**config.mk**
```make
export PLATFORM = sky130hd
export DESIGN_NAME = viterbi_ref_hist
export DESIGN_NICKNAME = d
export VERILOG_FILES = /design/src/rtl/viterbi_ref_hist.sv
export SDC_FILE = /design/constraint.sdc
export NUM_CORES = 1
export LEC_CHECK = 0
export BUFFER_PORTS_ARGS = -buffer_cell sky130_fd_sc_hd__buf_2
export CORE_ASPECT_RATIO = 1.4
export CORE_MARGIN = 2
export CORE_UTILIZATION = 60
export CTS_BUF_LIST = sky130_fd_sc_hd__clkbuf_4 sky130_fd_sc_hd__clkbuf_8
export CTS_CLUSTER_DIAMETER = 100
export CTS_CLUSTER_SIZE = 30
export DETAILED_ROUTE_END_ITERATION = 12
export HOLD_SLACK_MARGIN = 0.15
export PLACE_DENSITY = 0.88
export SLEW_MARGIN = 15
export SYNTH_ARGS = -nofsm -noshare
export SYNTH_HDL_FRONTEND = slang
export SYNTH_SLANG_ARGS = --single-unit
```
**constraint.sdc**
```tcl
create_clock -name clk -period 3.7 [get_ports clk]
set_clock_uncertainty 0.1 [all_clocks]
set_input_delay 0.185 -clock clk [delete_from_list [all_inputs] [get_ports clk]]
set_output_delay 0.185 -clock clk [all_outputs]
set_load 0.02 [all_outputs]
```
**src/rtl/viterbi_ref_hist.sv**
```systemverilog
`default_nettype none
// ============================================================================
// Module   : viterbi_ref_hist
// Purpose  : Reference-bit history for the BER checker. Holds the last DEPTH
//            accepted encoder-input bits, counts how many are valid, and
//            offers a single indexed read port.
// Revision : 1.0 - initial release
// ============================================================================
module viterbi_ref_hist #(
    parameter int DEPTH = 64,
    parameter int LAT_W = 6
) (
    input  logic             clk,
    input  logic             rst,
    input  logic             ref_valid_i,
    input  logic             ref_i,
    input  logic [LAT_W-1:0] lat_i,
    output logic             hist_bit_o,
    output logic             avail_o
);

    // One extra bit so the fill count can reach DEPTH itself
    localparam int FILL_W = LAT_W + 1;

    logic [DEPTH-1:0]  hist_q, hist_d;
    logic [FILL_W-1:0] fill_q, fill_d;

    // Shift a new bit in at index 0; index k is then the bit from k+1 strobes ago
    always_comb begin
        hist_d = hist_q;
        fill_d = fill_q;
        if (ref_valid_i) begin
            hist_d = {hist_q[DEPTH-2:0], ref_i};
            if (fill_q != FILL_W'(DEPTH)) begin
                fill_d = fill_q + 1'b1;
            end
        end
    end

    // History and fill registers
    always_ff @(posedge clk or posedge rst) begin
        if (rst) begin
            hist_q <= '0;
            fill_q <= '0;
        end else begin
            hist_q <= hist_d;
            fill_q <= fill_d;
        end
    end

    // Read uses the registered (pre-shift) history
    assign hist_bit_o = hist_q[lat_i];
    // The tap is meaningful only once more than 'lat' bits have been seen
    assign avail_o    = ({1'b0, lat_i} < fill_q);

endmodule
`default_nettype wire

```
==> results of run 1 <==
-- flip-flops by register name, indices dropped and copies added (netlist names) --
signal,flops
hist_q,64
fill_q,7
-- cell type report --
type,count,area share [%]
sequential,71,48.7
tap,68,2.33
timing repair buffer,16,2.68
clock inverter,4,1.30
multi-input combinational,129,40.2
clock buffer,11,3.81
inverter,9,0.927
-- Yosys cell counts (2+ instances only) --
| library cell | n |
|---|---|
| a21oi_1 | 3 |
| a311oi_1 | 2 |
| ha_1 | 7 |
| nand3_1 | 4 |
| xnor2_1 | 5 |
| buf_1 | 7 |
| nor3_1 | 3 |
| nor2b_1 | 2 |
| nand2_1 | 3 |
| dfrtp_1 | 71 |
| mux4_2 | 13 |
| buf_6 | 4 |
| nor2_1 | 2 |
| a211oi_1 | 2 |
| inv_2 | 3 |
| mux2i_1 | 3 |
| inv_1 | 6 |
| mux4_1 | 3 |
| nand4_1 | 2 |
| o21ai_1 | 2 |
| mux2_1 | 65 |
-- power by group through the flow --
stage                     combinational, mW  clock (mW)  sequential (mW)
final                                 0.427       0.592             1.10
after CTS                             0.436       0.604             1.10
after global routing                  0.490       0.644             1.13
after global placement                0.401           0             1.10
after detailed placement              0.428           0             1.12
after floorplan                       0.354           0             1.06
-- through the flow --
step / setup slack (ns) / hold slack (ns)
2_1_floorplan: 1.62 / 0.220
3_3_place_gp: 1.36 / 0.287
3_5_place_dp: 1.32 / 0.298
4_1_cts: 1.11 / 0.185
5_1_grt: 1.02 / 0.215
6_report: 1.13 / 0.199
-- worst min-delay path, delay by kind of cell --
family                 cells  cell delay [ns]
AND/OR/NAND/NOR            1             0.12
XOR/XNOR                   1             0.07
buffers and inverters      1             0.22
-- worst max-delay path by stage --
stage / from / to / slack, ns / cells after the start
3_5_place_dp: lat_i[0] / hist_bit_o / 1.32 / 8
3_3_place_gp: lat_i[0] / hist_bit_o / 1.36 / 8
4_1_cts: hist_q[5]$_DFFE_PP0P_ / hist_bit_o / 1.11 / 7
2_1_floorplan: rst / fill_q[0]$_DFFE_PP0P_ / 1.62 / 1
5_1_grt: hist_q[5]$_DFFE_PP0P_ / hist_bit_o / 1.02 / 7
6_report: hist_q[5]$_DFFE_PP0P_ / hist_bit_o / 1.13 / 7
-- cells by family (layout without fill, tap and decap cells) --
| logic type | count (synthesis) | count (layout) |
|---|---|---|
| AND/OR/NAND/NOR | 18 | 18 |
| AO/OA/AOI/OAI | 14 | 14 |
| flip-flops | 71 | 71 |
| adder cells (fa/ha/maj) | 7 | 7 |
| buffers and inverters | 24 | 40 |
| multiplexers | 84 | 84 |
| XOR/XNOR | 6 | 6 |
-- timing repair --
item / 4_1_cts / 5_1_grt
hold buffers: 2 / 0
setup buffers: 0 / 0
hold endpoints to repair: 41 / 0
resized for setup: 0 / 0
-- metal layers --
layer | track usage [%] | vias up | wire length [µm]
li1 | - | 852 | -
met5 | 0 | - | 0
met1 | 26.9 | 965 | 2400
met3 | 4.01 | 19 | 135
met2 | 35.3 | 30 | 2960
met4 | 14.8 | 0 | 199
==> results_dict.tcl, run 1 <==
set metrics [dict create \
    grt_use_total_pct 22.2 \
    path_cells "mux4_2 -> mux2i_1 -> o21ai_1 -> a311oi_1 -> a311oi_1 -> a311o_1 -> buf_2" \
    synth-xor-area-share_pct 1.55 \
    die_h_um 92.8 \
    total_power_mw 2.12 \
    fin_util_pct 66.5 \
    synth_adder_area_share_pct 2.59 \
    fillers 364 \
    finalSetupViolations 0 \
    async_flop_share_pct 100 \
    hold_viol 0 \
    holdPathEnd "fill_q[2]$_DFFE_PP0P_" \
    timing.rr.start "fill_q[0]$_DFFE_PP0P_" \
    avgSynthCellArea_um2 15.1 \
    cpMaxStageDelayCell "mux4_2" \
    final_common_cell "dfrtp_1" \
    tns_ns 0 \
    pwr-share-seq_pct 52.0 \
    fin_crit_ns 2.57 \
    core_area_um2 5490 \
    min_from "ref_valid_i" \
    drt-total-wl_um 5690 \
    dieArea_um2 6260 \
    cp_top_family "compound AO/OA/AOI/OAI gates" \
    cp-start-kind "flip-flop" \
    synth_top_family_by_area "multiplexers" \
    vdd_drop_max_uv 425 \
    p_int_mw 1.51 \
    pin_count 12 \
    dp_hpwl_um 4000 \
    grt_pass1_wl_um 9930 \
    vias_per_cell 6.06 \
    synth.mux.area_fraction_pct 33.5 \
    yosysTopAreaCell "dfrtp_1" \
    critPathBufInv 1 \
    cp-end-kind "primary output" \
    timing.rr.end "fill_q[1]$_DFFE_PP0P_" \
    n_antenna_cell 0 \
    clock-sinks 71 \
    outcome "completed" \
    clockBufferDepth 2 \
    area_growth_pct 7.89 \
    synth-simple-area-share_pct 2.78 \
    switching_share_pct 28.9 \
    fin_crit_sh_pct 69.4 \
    synth-edff-count 0 \
    syn_nets 241 \
    placed_area_um2 3440 \
    first_global_vias 2063 \
    crit_path_frequent_cell "a311oi_1" \
    root_buffer "clkbuf_8" \
    num_rows 32 \
    placed_cells 291 \
    hp-class "primary input to flip-flop" \
    fin_cells 308 \
    critPathKind "flip-flop to primary output" \
    port_buffers 11 \
    gp_congestion 0.743 \
    worstPathMaxFanout 3 \
    rsz0062_at_grt "no" \
    clk_pin_slew_ns 0.07 \
    route.detailed.drc 0 \
    hold_path_depth 3 \
    comb_power_share_pct 20.1 \
    layout-drive-gt1-share_pct 19.2 \
    design_area_um2 3650 \
    layout.cells.most_common_list "dfrtp_1, mux2_1, mux4_2" \
    htreeDepth 3 \
    synth_warnings 0 \
    netlist_area_um2 3380 \
    max_freq_mhz 389 \
    pwr-share-clk_pct 27.9 \
    critical_path.max_stage_delay_ns 0.50 \
    maxSlewViolCount 0 \
    synth_compound_area_share_pct 2.92 \
    cp.required_ns 3.41 \
    netlist_instances 224 \
    total_leakage_power_nw 1.76 \
    drt-initial-drc-count 118 \
    nNetsFinal 253 \
    ys_ff_latch 71 \
    critPathArrivalTime_ns 2.28 \
    cts_tree "done" \
    slew_headroom_pct 44.5 \
    tightestPinTransition_ns 0.831 \
    antenna_found_initial 0 \
    ys.flop_type "dfrtp_1" \
    gr-total-overflow 0 \
    rrSetupSlack_ns 1.96 \
    multiInputGateArea_um2 1470 \
    wl_per_cell_um 18.5 \
    yosysTopAreaCellShare_pct 52.6 \
    chipWidth_um 67.4 \
    p_sw_mw 0.613 \
    seqCellArea_um2 1780 \
    initial_core_util_pct 61.6 \
    ys_seq_area_share_pct 52.6 \
    ant_nets 0 \
    clk_latency_ns 0.35 \
    numCtsBuffers 9 \
    grt_max_degree 42 \
    synthTopCellsByArea "dfrtp_1, mux2_1, mux4_2" \
    p_per_area_nw_per_um2 582 \
    synth_cell_types 33 \
    timing.max_cap.violations 0 \
    routed-via-count 1866 \
    first_pass_iters 4 \
    reg2reg_depth 6 \
]
Power figures use the tool's default switching activity.
==> run 2, diff against run 1 <==
==> constraint.sdc (replaced) <==
create_clock -name clk -period 2.4 [get_ports clk]
set_clock_uncertainty 0.1 [all_clocks]
set_input_delay 0.12 -clock clk [delete_from_list [all_inputs] [get_ports clk]]
set_output_delay 0.12 -clock clk [all_outputs]
set_load 0.02 [all_outputs]
==> results_dict.tcl, run 2 (synthesis results as in run 1) <==
set metrics [dict create \
    outcome "completed" \
    vdd_drop_max_uv 633 \
    critPathArrivalTime_ns 2.18 \
    dieArea_um2 6260 \
    grt_use_total_pct 21.8 \
    dp_hpwl_um 4160 \
    max_freq_mhz 417 \
    grt_max_degree 49 \
    antenna_found_initial 0 \
    clockBufferDepth 2 \
    layout.cells.most_common_list "dfrtp_1, mux2_1, mux4_2" \
    postLayoutSetupSlackWorst_ns 0.000385 \
    regMostFlops "hist_q" \
    routed-via-count 1881 \
    area_growth_pct 10.3 \
    clk_pin_slew_ns 0.07 \
    htreeDepth 3 \
    tightestPinTransition_ns 0.558 \
    largestRegisters "hist_q x64, fill_q x7" \
    hp-class "primary input to flip-flop" \
    rrSetupSlack_ns 0.63 \
    cpMaxStageDelayCell "mux4_2" \
    hold_path_depth 3 \
    numCtsBuffers 9 \
    clock-sinks 71 \
    fin_crit_sh_pct 100 \
    cp-end-kind "primary output" \
    crit_path_frequent_cell "a311oi_1" \
    reg2reg_depth 6 \
    total_leakage_power_nw 1.80 \
    finalSetupViolations 0 \
    cp-endpoint "hist_bit_o" \
    gr-total-overflow 0 \
    tns_ns 0 \
    cp-start-kind "flip-flop" \
    clk_latency_ns 0.36 \
    route.detailed.drc 0 \
    drt-initial-drc-count 127 \
    cp.required_ns 2.18 \
    design_area_um2 3730 \
    port_buffers 11 \
    gp_congestion 0.881 \
    place_ws_ns 0.284 \
    root_buffer "clkbuf_8" \
    timing.rr.start "fill_q[1]$_DFFE_PP0P_" \
    layout-drive-gt1-share_pct 21.1 \
    final_common_cell "dfrtp_1" \
    first_global_vias 2002 \
    largest_reg_flops 64 \
    critPathBufInv 1 \
    die_h_um 92.8 \
    vias_per_cell 5.99 \
    chipWidth_um 67.4 \
    ant_nets 0 \
    timing.rr.end "fill_q[1]$_DFFE_PP0P_" \
    fin_crit_ns 2.40 \
    maxSlewViolCount 0 \
    nNetsFinal 258 \
    slew_headroom_pct 62.7 \
    placed_area_um2 3490 \
    core_area_um2 5490 \
    pin_count 12 \
    first_pass_iters 4 \
    whs_ns 0.192 \
    timing.max_cap.violations 0 \
    rsz0062_at_grt "yes" \
    critPathKind "flip-flop to primary output" \
    cp-startpoint "hist_q[9]$_DFFE_PP0P_" \
    grt_pass1_wl_um 9780 \
    p_per_area_nw_per_um2 894 \
    critical_path.max_stage_delay_ns 0.48 \
    cp_top_family "compound AO/OA/AOI/OAI gates" \
    path_cells "mux4_2 -> mux2i_1 -> o21ai_1 -> a311oi_1 -> a311oi_1 -> a311o_1 -> buf_6" \
    cp.depth 7 \
    num_rows 32 \
    n_antenna_cell 0 \
    hold_viol 0 \
    cts_tree "done" \
    wl_per_cell_um 18.5 \
    initial_core_util_pct 61.6 \
    drt-total-wl_um 5810 \
    worstPathMaxFanout 3 \
]
==> run 2: cell types whose count changed in the layout (fill, tap and decap cells not counted), sizes merged <==
cell and delta:
clkinv +1, clkinvlp +1, clkbuf -1, buf +5
==> run 2: final cells by class <==
cell class | count | area [µm²]
tap | 68 | 85.1
clock inverter | 6 | 60.1
clock buffer | 10 | 138
timing repair buffer | 21 | 166
sequential | 71 | 1780
multi-input combinational | 129 | 1470
fill | 379 | 1760
inverter | 9 | 33.8
==> run 2: worst min path at each step <==
stage	start	to
final	ref_valid_i	fill_q[2]$_DFFE_PP0P_
after global routing	ref_valid_i	fill_q[2]$_DFFE_PP0P_
after CTS	ref_valid_i	fill_q[2]$_DFFE_PP0P_
after detailed placement	rst	hist_q[25]$_DFFE_PP0P_
after global placement	rst	hist_q[24]$_DFFE_PP0P_
after floorplan	ref_i	hist_q[0]$_DFFE_PP0P_
==> run 2: power by group <==
part	internal [mW]	switching, mW	leakage (nW)
sequential	1.47	0.224	0.927
combinational	0.389	0.300	0.774
clock	0.502	0.447	0.0981
==> run 2: timing repair <==
action,in CTS,in global routing
resized for setup,0,2
endpoints found under the setup margin,1,1
pin swaps,1,0
buffers inserted,2,0
hold endpoints to repair,29,0
cloned,0,0
hold buffers,2,0
==> run 2: worst reg2reg max path: stages, from the launching register on <==
cell and delay, ns:
dfrtp_1 0.42, inv_1 0.11, ha_1 0.15, nor4b_1 0.24, nand3_1 0.16, nand2_1 0.14
mux2_1 0.33
==> run 2: stage by stage <==
stage	instances	util, %	total power [mW]
final	314	67.9	3.33
after global routing	314	67.9	3.52
after CTS	314	67.8	3.36
after detailed placement	294	63.6	2.39
after global placement	294	63.6	2.33
after floorplan	224	-	2.18
==> run 2: per-layer routing <==
| layer | vias to the layer above | routed length, µm | share of wire (%) | global-route usage [%] |
|---|---|---|---|---|
| met4 | 0 | 195 | 3.4 | 11.1 |
| met3 | 19 | 165 | 2.8 | 5.95 |
| met5 | - | 0 | 0 | 0 |
| met1 | 969 | 2410 | 41 | 27.1 |
| li1 | 862 | - | - | - |
| met2 | 31 | 3040 | 52 | 34.5 |
==> run 3, diff against run 2 <==
==> constraint.sdc (replaced) <==
create_clock -name clk -period 3 [get_ports clk]
set_clock_uncertainty 0.1 [all_clocks]
set_input_delay 0.15 -clock clk [delete_from_list [all_inputs] [get_ports clk]]
set_output_delay 0.15 -clock clk [all_outputs]
set_load 0.02 [all_outputs]
==> results_dict.tcl, run 3 (synthesis results as in run 1) <==
set metrics [dict create \
    outcome "completed" \
    cp.required_ns 2.75 \
    hp-class "primary input to asynchronous set/reset pin" \
    num_rows 32 \
    die_h_um 92.8 \
    worstPathMaxFanout 3 \
    drt-total-wl_um 5630 \
    port_buffers 11 \
    critical_path.max_stage_delay_ns 0.47 \
    cp-end-kind "primary output" \
    first_pass_iters 4 \
    htreeDepth 3 \
    layout-drive-gt1-share_pct 19.5 \
    placed_area_um2 3450 \
    vdd_drop_max_uv 377 \
    route.detailed.drc 0 \
    fillers 367 \
    grt_use_total_pct 21.0 \
    initial_core_util_pct 61.6 \
    total_leakage_power_nw 1.78 \
    antenna_found_initial 0 \
    maxSlewViolCount 0 \
    finalSetupViolations 0 \
    pin_count 12 \
    p_per_area_nw_per_um2 734 \
    routed-via-count 1857 \
    grt_max_degree 38 \
    crit_path_frequent_cell "a311oi_1" \
    tightestPinTransition_ns 0.837 \
    clock-sinks 71 \
    gp_congestion 0.803 \
    total_power_mw 2.71 \
    root_buffer "clkbuf_8" \
    critPathKind "flip-flop to primary output" \
    whs_ns 0.244 \
    vias_per_cell 6.01 \
    clk_pin_slew_ns 0.08 \
    numCtsBuffers 9 \
    path_cells "mux4_2 -> mux2i_1 -> o21ai_1 -> a311oi_1 -> a311oi_1 -> a311o_1 -> buf_2" \
    placed_cells 291 \
    ant_nets 0 \
    timing.max_cap.violations 0 \
    gr-total-overflow 0 \
    regMostFlops "hist_q" \
    rsz0062_at_grt "no" \
    cpMaxStageDelayCell "mux4_2" \
    largestRegisters "hist_q x64, fill_q x7" \
    postCtsSetupBuffers 0 \
    fin_cells 309 \
    clockBufferDepth 2 \
    layout.cells.most_common_list "dfrtp_1, mux2_1, mux4_2" \
    cp-start-kind "flip-flop" \
    first_global_vias 2008 \
    area_growth_pct 9.29 \
    max_freq_mhz 396 \
    n_antenna_cell 0 \
    critPathArrivalTime_ns 2.27 \
    nNetsFinal 253 \
    grt_pass1_wl_um 9440 \
    dp_hpwl_um 4030 \
    dieArea_um2 6260 \
    design_area_um2 3690 \
    wl_per_cell_um 18.2 \
    tns_ns 0 \
    largest_reg_flops 64 \
    fin_crit_ns 2.52 \
    clk_latency_ns 0.36 \
    core_area_um2 5490 \
    final_common_cell "dfrtp_1" \
    cts_tree "done" \
    chipWidth_um 67.4 \
    slew_headroom_pct 44.2 \
    fin_crit_sh_pct 84.1 \
    drt-initial-drc-count 91 \
    hold_viol 0 \
]
run 3: what timing repair did:
| action | in CTS | in global routing |
|---|---|---|
| resized for setup | 0 | 0 |
| hold buffers | 2 | 0 |
| endpoints found under the hold margin | 22 | 0 |
run 3: area by class of cell:
cell class / count / area, µm² / area share [%]
Clock buffer: 9 / 124 / 3.35
Inverter: 9 / 33.8 / 0.915
Multi-Input combinational cell: 129 / 1470 / 39.7
Sequential cell: 71 / 1780 / 48.1
Clock inverter: 7 / 97.6 / 2.64
Timing Repair Buffer: 16 / 110 / 2.98
Tap cell: 68 / 85.1 / 2.30
run 3: worst max-delay path, delay by kind of cell, from the launching register on:
kind,cells,cell delay (ns)
compound gates,4,0.72
buf+inv,1,0.17
flops,1,0.41
mux,2,0.63
run 3: worst paths after layout:
path	start	end	slack, ns	cells past startpoint
min in group clk	ref_valid_i	fill_q[2]$_DFFE_PP0P_	0.38	3
min	rst	fill_q[2]$_DFFE_PP0P_	0.24	3
max reg2reg	fill_q[0]$_DFFE_PP0P_	fill_q[1]$_DFFE_PP0P_	1.21	6
min reg2reg	hist_q[62]$_DFFE_PP0P_	hist_q[63]$_DFFE_PP0P_	0.40	1
max	hist_q[1]$_DFFE_PP0P_	hist_bit_o	0.48	7
max in group asynchronous	rst	hist_q[8]$_DFFE_PP0P_	1.85	4
run 3: where the power goes:
part / internal [mW] / switching (mW)
sequential: 1.17 / 0.182
clock: 0.468 / 0.362
combinational: 0.294 / 0.232
run 3: metrics by stage:
stage | worst slack [ns] | utilization, %
after CTS | 0.431 | 67.3
after global placement | 0.704 | 62.9
after floorplan | 0.953 | -
final | 0.477 | 67.3
after global routing | 0.337 | 67.3
after detailed placement | 0.649 | 62.9
run 3: metal layers:
layer  vias to the layer above  wire length, µm  global-route usage [%]
met5                         -                0                       0
met4                         0               78                    9.18
met3                         8              197                    6.20
met2                        20             3160                    35.6
met1                       975             2200                    24.1
li1                        854                -                       -
